### src/rtl/fp_pkg.sv
// Shared constants and pipeline-stage types for the normalize/round block.
// Single-precision layout only: 8-bit exponent, 24-bit significand with hidden bit.
package fp_pkg;

  localparam int EXP_W   = 8;
  localparam int MAN_W   = 24;
  localparam int GRS_W   = 3;
  localparam int LZC_W   = 5;
  localparam int BIAS    = 127;
  localparam int EXP_MAX = 255;

  localparam int FLAG_OVF = 2;
  localparam int FLAG_UNF = 1;
  localparam int FLAG_INX = 0;

  typedef enum logic [1:0] {
    K_NORM    = 2'd0,
    K_ZERO    = 2'd1,
    K_UNDER   = 2'd2,
    K_SPECIAL = 2'd3
  } kind_t;

  typedef struct packed {
    logic              sign;
    kind_t             kind;
    logic [EXP_W:0]    exp;
    logic [MAN_W-1:0]  mant;
    logic [GRS_W-1:0]  grs;
  } s1_t;

  typedef struct packed {
    logic [31:0] result;
    logic [2:0]  flags;
  } s2_t;

  function automatic logic [31:0] pack_fp(input logic sign,
                                          input logic [EXP_W-1:0] exp,
                                          input logic [MAN_W-2:0] frac);
    return {sign, exp, frac};
  endfunction

endpackage

### src/rtl/fp_round_rne.sv
// Round-to-nearest-even on a normalized 24-bit significand with guard/round/sticky.
// Purely combinational; the caller handles renormalization on carry-out.
module fp_round_rne
  import fp_pkg::*;
(
  input  logic [MAN_W-1:0] mant,
  input  logic [GRS_W-1:0] grs,
  output logic [MAN_W-1:0] rounded,
  output logic             carry,
  output logic             inexact
);

  logic             inc;
  logic [MAN_W:0]   sum;

  // Ties break toward an even lsb.
  assign inc     = grs[2] & (grs[1] | grs[0] | mant[0]);
  assign sum     = {1'b0, mant} + {{MAN_W{1'b0}}, inc};
  assign rounded = sum[MAN_W-1:0];
  assign carry   = sum[MAN_W];
  assign inexact = |grs;

endmodule

### src/rtl/fp_norm_round.sv
// Two-stage normalize-then-round pipeline producing packed IEEE-754 singles.
// Stage 1 normalizes and classifies; stage 2 rounds, detects overflow and packs.
module fp_norm_round
  import fp_pkg::*;
#(
  parameter int EXP_W = 8,
  parameter int MAN_W = 24
) (
  input  logic             clk,
  input  logic             rst,
  input  logic             in_valid,
  output logic             in_ready,
  input  logic             in_sign,
  input  logic [EXP_W-1:0] in_exp,
  input  logic             in_carry,
  input  logic [MAN_W-1:0] in_mant,
  input  logic [2:0]       in_grs,
  input  logic [4:0]       in_lzc,
  output logic             out_valid,
  input  logic             out_ready,
  output logic [31:0]      out_result,
  output logic [2:0]       out_flags
);

  logic        s1_valid;
  logic        s2_valid;
  logic        s1_advance;
  s1_t         s1;
  s1_t         s1_next;
  s2_t         s2;
  s2_t         s2_next;
  logic [26:0] shifted;

  logic [23:0] rnd_mant;
  logic        rnd_carry;
  logic        rnd_inexact;
  logic [8:0]  fin_exp;
  logic [22:0] fin_frac;
  logic        unused_bits;

  assign s1_advance = ~s2_valid | out_ready;
  assign in_ready   = ~s1_valid | s1_advance;
  assign out_valid  = s2_valid;
  assign out_result = s2.result;
  assign out_flags  = s2.flags;

  // Stage 1: classify the operand and normalize the significand.
  always_comb begin
    s1_next      = '0;
    shifted      = {in_mant, in_grs} << in_lzc;
    s1_next.sign = in_sign;
    if (in_exp == 8'hFF) begin
      s1_next.kind = K_SPECIAL;
      s1_next.exp  = 9'd255;
      s1_next.mant = in_mant;
    end else if (in_carry) begin
      s1_next.kind = K_NORM;
      s1_next.exp  = {1'b0, in_exp} + 9'd1;
      s1_next.mant = {1'b1, in_mant[23:1]};
      s1_next.grs  = {in_mant[0], in_grs[2], in_grs[1] | in_grs[0]};
    end else if (in_mant == 24'd0) begin
      s1_next.kind = K_ZERO;
    end else if ({3'b000, in_lzc} >= in_exp) begin
      s1_next.kind = K_UNDER;
    end else begin
      s1_next.kind = K_NORM;
      s1_next.exp  = {1'b0, in_exp} - {4'b0000, in_lzc};
      s1_next.mant = shifted[26:3];
      s1_next.grs  = shifted[2:0];
    end
  end

  // Stage 1 register: loads whenever the slot is free or draining.
  always_ff @(posedge clk) begin
    if (rst) begin
      s1_valid <= 1'b0;
      s1       <= '0;
    end else if (in_ready) begin
      s1_valid <= in_valid;
      if (in_valid) begin
        s1 <= s1_next;
      end
    end
  end

  fp_round_rne u_round (
    .mant    (s1.mant),
    .grs     (s1.grs),
    .rounded (rnd_mant),
    .carry   (rnd_carry),
    .inexact (rnd_inexact)
  );

  // Only the hidden bit of the rounded significand is implied by the exponent.
  assign unused_bits = rnd_mant[23];

  // Stage 2: renormalize a rounding carry, detect overflow, pack the result.
  always_comb begin
    s2_next = '0;
    if (rnd_carry) begin
      fin_exp  = s1.exp + 9'd1;
      fin_frac = 23'd0;
    end else begin
      fin_exp  = s1.exp;
      fin_frac = rnd_mant[22:0];
    end
    case (s1.kind)
      K_SPECIAL: begin
        s2_next.result = pack_fp(s1.sign, 8'hFF, s1.mant[22:0]);
      end
      K_ZERO: begin
        s2_next.result = pack_fp(s1.sign, 8'h00, 23'd0);
      end
      K_UNDER: begin
        s2_next.result          = pack_fp(s1.sign, 8'h00, 23'd0);
        s2_next.flags[FLAG_UNF] = 1'b1;
        s2_next.flags[FLAG_INX] = 1'b1;
      end
      K_NORM: begin
        if (fin_exp >= 9'(EXP_MAX)) begin
          s2_next.result          = pack_fp(s1.sign, 8'hFF, 23'd0);
          s2_next.flags[FLAG_OVF] = 1'b1;
          s2_next.flags[FLAG_INX] = 1'b1;
        end else begin
          s2_next.result          = pack_fp(s1.sign, fin_exp[7:0], fin_frac);
          s2_next.flags[FLAG_INX] = rnd_inexact;
        end
      end
      default: begin
        s2_next = '0;
      end
    endcase
  end

  // Stage 2 register doubles as the output register; it freezes while stalled.
  always_ff @(posedge clk) begin
    if (rst) begin
      s2_valid <= 1'b0;
      s2       <= '0;
    end else if (s1_advance) begin
      s2_valid <= s1_valid;
      if (s1_valid) begin
        s2 <= s2_next;
      end
    end
  end

endmodule

### config.mk
export PLATFORM = sky130hd
export DESIGN_NAME = fp_norm_round
export DESIGN_NICKNAME = d
export VERILOG_FILES = /design/src/rtl/fp_pkg.sv /design/src/rtl/fp_round_rne.sv /design/src/rtl/fp_norm_round.sv
export SDC_FILE = /design/constraint.sdc
export NUM_CORES = 1
export LEC_CHECK = 0
export ABC_AREA = 1
export BUFFER_PORTS_ARGS = -buffer_cell sky130_fd_sc_hd__buf_4
export CAP_MARGIN = 20
export CORE_UTILIZATION = 50
export DETAILED_ROUTE_END_ITERATION = 16
export PLACE_DENSITY_LB_ADDON = 0.08
export SLEW_MARGIN = 10
export SYNTH_ARGS = -nofsm -noshare
export SYNTH_HDL_FRONTEND = slang
export SYNTH_HIERARCHICAL = 1
export SYNTH_SLANG_ARGS = --single-unit
### constraint.sdc
create_clock -name clk -period 4.3 [get_ports clk]
set_clock_uncertainty 0.1 [all_clocks]
set_input_delay 0.43 -clock clk [delete_from_list [all_inputs] [get_ports clk]]
set_output_delay 0.43 -clock clk [all_outputs]
set_load 0.03 [all_outputs]
* After elaboration in Yosys (flattened, before gate mapping)
Cells that the tools add are included.
** Storage, ports and cells
- Flip-flop bits (word level) :: 76
- Latch bits :: 0
- Bits in writable memories :: 0
- Bits in read-only memories :: 0
- Logic and storage cells :: 50
- Memories kept :: 0
** Cells by class
- $add $sub $neg :: 4
- Multiply operators :: 0
- Divide/modulo/power cells :: 0
- $lt $le $gt $ge :: 2
- Equality and inequality tests :: 4
- Shift operators :: 1
- Multiplexer cells :: 16
- Bitwise gates (word level) :: 8
- Reduce and logical (&&, ||, !) cells :: 6
** Operators with widths (number)
- $pmux W32 S3 :: 1
- $mux W36 :: 2
- $mux W38 :: 1
- $mux W35 :: 1
- $mux W31 :: 1
- $shl A27 B5 Y27 :: 1
- $add A24 B1 Y25 :: 1
- $logic_not A24 Y1 :: 1
- $mux W23 :: 1
- $add A8 B1 Y9 const B :: 1
- $add A9 B1 Y9 const B :: 1
- $ge A9 B8 Y1 const B :: 1
- $mux W9 :: 1
- $sub A8 B5 Y9 :: 1
- $eq A8 B8 Y1 const B :: 1
- $ge A5 B8 Y1 :: 1
- $or A1 B1 Y1 :: 5
- $eq A2 B2 Y1 const B :: 2
- $mux W1 :: 4
- $mux W2 :: 2
- $reduce_and A2 Y1 :: 2
- $mux W3 :: 1
- $reduce_or A3 Y1 :: 1
- $eq A2 B1 Y1 const B :: 1
- other kinds (5) :: 6

* Longest topological paths before layout
- Depth after elaboration :: 8
- Depth in mapped cells :: 21

* Modules after synthesis
Netlist, hierarchy kept.
** By module, submodules not included
- fp_norm_round :: instances 1, cells each 955, area an instance 5674.2 um^2
- fp_round_rne :: instances 1, cells each 134, area an instance 651.9 um^2

* Least setup slack after synthesis
No wires, ideal clock.
- Kind :: reg2reg
- Start point :: register s1[3] in the netlist's numbering
- End point :: register s2, in the netlist out_result[25]
- Arrival time :: 2452 ps
- Data required time :: 4068 ps
- Setup slack :: 1616 ps
- Cell stages (with the launch flop) :: 19
- Path buffers :: 2
- Cell sequence :: dfxtp_1 nand2_1 inv_1 ha_1 nand2_1 nor2_4 nand2_2 nor2_4 nand3_1 nor2_1 buf_4 nand3_1 nor2_1 nand4_1 xor2_1 buf_2 nand3_1 nand2_1 a21oi_1
** Between the ends
- Word-level cells in the longest chain between the ends :: 7
** Ends and longest elaborated chain
- start: declaration :: RTL line fp_norm_round.sv:28 : s1_t s1;
- start signal: assignment :: RTL line fp_norm_round.sv:81 : s1 <= s1_next;
- $or A1 B1 Y1 :: RTL line fp_round_rne.sv:17 : assign inc = grs[2] & (grs[1] | grs[0] | mant[0]);
- $and A1 B1 Y1 :: RTL line fp_round_rne.sv:17
- $add A24 B1 Y25 (*) :: RTL line fp_round_rne.sv:18 : assign sum = {1'b0, mant} + {{MAN_W{1'b0}}, inc};
- net rnd_carry :: RTL line fp_norm_round.sv:35 : logic rnd_carry;
- $mux W9 (*) :: RTL line fp_norm_round.sv:100 : if (rnd_carry) begin
- $ge A9 B8 Y1 :: RTL line fp_norm_round.sv:120 : if (fin_exp >= 9'(EXP_MAX)) begin
- $mux W31 (*) :: RTL line fp_norm_round.sv:120
- $pmux W32 S3 (*) :: RTL line fp_norm_round.sv:107 : case (s1.kind)
- end signal: assignment :: RTL line fp_norm_round.sv:143 : s2 <= s2_next;
- end: declaration :: RTL line fp_norm_round.sv:30 : s2_t s2;
The timed path passes the listed nets; every way through them passes the cells marked *. The select of a mux whose other input is x is not followed.
A chain may end at the register's enable or synchronous reset.

* Worst setup path in the final report
- Start point :: register s1[3] in the netlist's numbering
- End point :: register s2, in the netlist out_flags[0]
** Between the ends
- Word-level cells in the longest chain between the ends :: 7
** Ends and longest elaborated chain (RTL line)
- $or A1 B1 Y1 :: fp_round_rne.sv:17
- $and A1 B1 Y1 :: fp_round_rne.sv:17
- $add A24 B1 Y25 (*) :: fp_round_rne.sv:18
- net rnd_carry :: fp_norm_round.sv:35
- $mux W9 (*) :: fp_norm_round.sv:100
- $ge A9 B8 Y1 (*) :: fp_norm_round.sv:120
- $mux W1 (*) :: fp_norm_round.sv:120
- $pmux W1 S2 (*) :: fp_norm_round.sv:107
The timed path passes the listed nets; every way through them passes the cells marked *.

==> qor.yml <==
clocking:
  cts_tree: "built"
  post-cts-setup-buffer-count: 0
  holdBufCountCts: 0
  clk_pin_slew_ns: 0.06
  htree_levels: 3
  clk_path_buf_depth: 2
  root_buffer: "clkbuf_16"
  clkSinkCount: 76
  cts_buffers: 9
  clk_latency_ns: 0.34
  cts-resized-gates: 0
floorplan:
  die_y_um: 114
  start_util: 0.517
  core_um2: 12200
  die_width_um: 114
  die-area_um2: 13000
  io_pins: 83
  fp-row-count: 40
global_route:
  grt_max_degree: 45
  grt_pass1_vias: 6178
  antenna_found_initial: 0
  grt_overflow: 0
  grt_pass1_wl_um: 32700
  grtUsageTotal: 0.316
layout:
  nNetsFinal: 1177
  drive_gt1_frac: 0.120
  fin_cells: 1292
  fillers: 1290
  syn2layout_area_growth_pct: 14.2
  antenna_cells: 0
drt:
  avgRoutedWirePerCell_um: 15.6
  drt_iter0_markers: 792
  routed_wl_um: 20200
  drc: 0
  vias: 7307
  viasPerCell: 5.66
  firstDrtPassIters: 7
  detail-route-antenna-nets: 0
outcome:
  status: "finished clean"
synth:
  yosys_warnings: 6
  syn_area_um2: 6290
  syn_nets: 1138
  avgSynthCellArea_um2: 5.83
  synthCells: 1080
timing:
  hold_viol: 0
  max_slew.worst_pin.slew_ns: 0.960
  grt_setup_unrepaired: "no"
  min_period_over_period: 0.799
  worst_slew_margin_rel: 0.360
  setup_ws_ns: 0.864
  setup_tns_ns: 0
  max_freq_mhz: 291
  fin_crit_ns: 3.44
  setup-violations-final: 0
  maxSlewViolCount: 0
worst_setup_path:
  cp_max_fo: 30
  arrival_ns: 3.60
  r2r_slack_ns: 0.86
  startpoint_type: "flip-flop"
  worstPathRequired_ns: 4.47
  end_kind: "flip-flop"
  path_class: "reg -> reg"
placed_design:
  place.gp.congestion: 0.947
  dpl_worst_slack_ns: 0.931
  place_hpwl_um: 14700
  numPortBuffers: 82
  dp.cells: 1276
power:
  pwr_density_cell_nw_per_um2: 282
  totalPowerFinal_uw: 2030
  p_leak_uw: 0.00330
  peakVddDrop_v: 0.000310
run:
  drv_cap: 0
min_path:
  worstHoldPathType: "in -> reg"
registers in the layout, summed over array words and instances (netlist names):
register,flops
s1,39
out_result,32
out_flags,3
out_valid,1
s1_valid,1
final timing paths:
kind,from,cells after the start,end
worst max register to register,s1[3],18,out_flags[0]
worst max-delay path,s1[3],18,out_flags[0]
worst min register to register,s1[0],2,s1[0]
worst min-delay path,in_sign,3,s1[38]
layer usage:
layer  GRT usage  vias to the layer above  share of wire
met5           0                        -              0
met4      0.0571                        0          0.011
met3      0.0529                       20          0.076
met2       0.472                      308           0.43
met1       0.476                     3294           0.49
li1            -                     3685              -
layout by cell type, fill, tap and decap left out, types with 2 or more instances in the layout:
master and n:
clkbuf_16 9, xor2_1 13, nor2_4 4, nand4_1 28, a31oi_1 7, nor3_1 10, nand3_1 163, a221oi_1 2
buf_4 90, dfxtp_1 76, ha_1 11, clkinv_2 2, o21bai_1 5, a21o_1 6, nor2_2 9, clkinvlp_4 3
inv_1 68, nand3b_1 6, nand2_1 326, nand3_2 2, o21ai_1 2, nor2_1 68, o21ai_0 72, a21oi_1 115
nand2_2 4, inv_2 4, xnor2_1 7
power by group:
part	switching, uW	internal (uW)	total, uW	leakage, uW
sequential	46.1	750	796	0.000624
combinational	356	191	547	0.00255
clock	295	389	684	0.000124
total	697	1330	2030	0.00330
area by class of cell:
type / instances / area (um2) / share of cell area
Multi-Input combinational cell: 868 / 4210 / 0.586
Timing Repair Buffer: 91 / 696 / 0.0968
Clock inverter: 6 / 41.3 / 0.00575
Clock buffer: 10 / 229 / 0.0319
Inverter: 73 / 277 / 0.0385
Tap cell: 168 / 210 / 0.0293
Sequential cell: 76 / 1520 / 0.212
critical path, cell delays in order (launching register included):
cell and delay, ns:
dfxtp_1 0.37, nand2_1 0.12, inv_1 0.10, ha_1 0.19, nand2_1 0.10, nor2_4 0.15
nand2_2 0.10, nor2_4 0.16, nand3_1 0.09, nor2_1 0.09, buf_4 0.16, nand3_1 0.08
nor2_1 0.19, nand3_1 0.11, xor2_1 0.23, nand3_2 0.55, nand2_1 0.23, nand2_1 0.10
a21oi_1 0.14
stage by stage:
step	cell area, um2	utilization	hold slack (ns)
2_1_floorplan	6290	-	0.345
3_3_place_gp	6910	0.568	0.356
4_1_cts	7180	0.591	0.264
6_report	7180	0.591	0.264
5_1_grt	7180	0.591	0.287
3_5_place_dp	6910	0.568	0.362
Note: power is estimated with default switching activity, not from simulation.
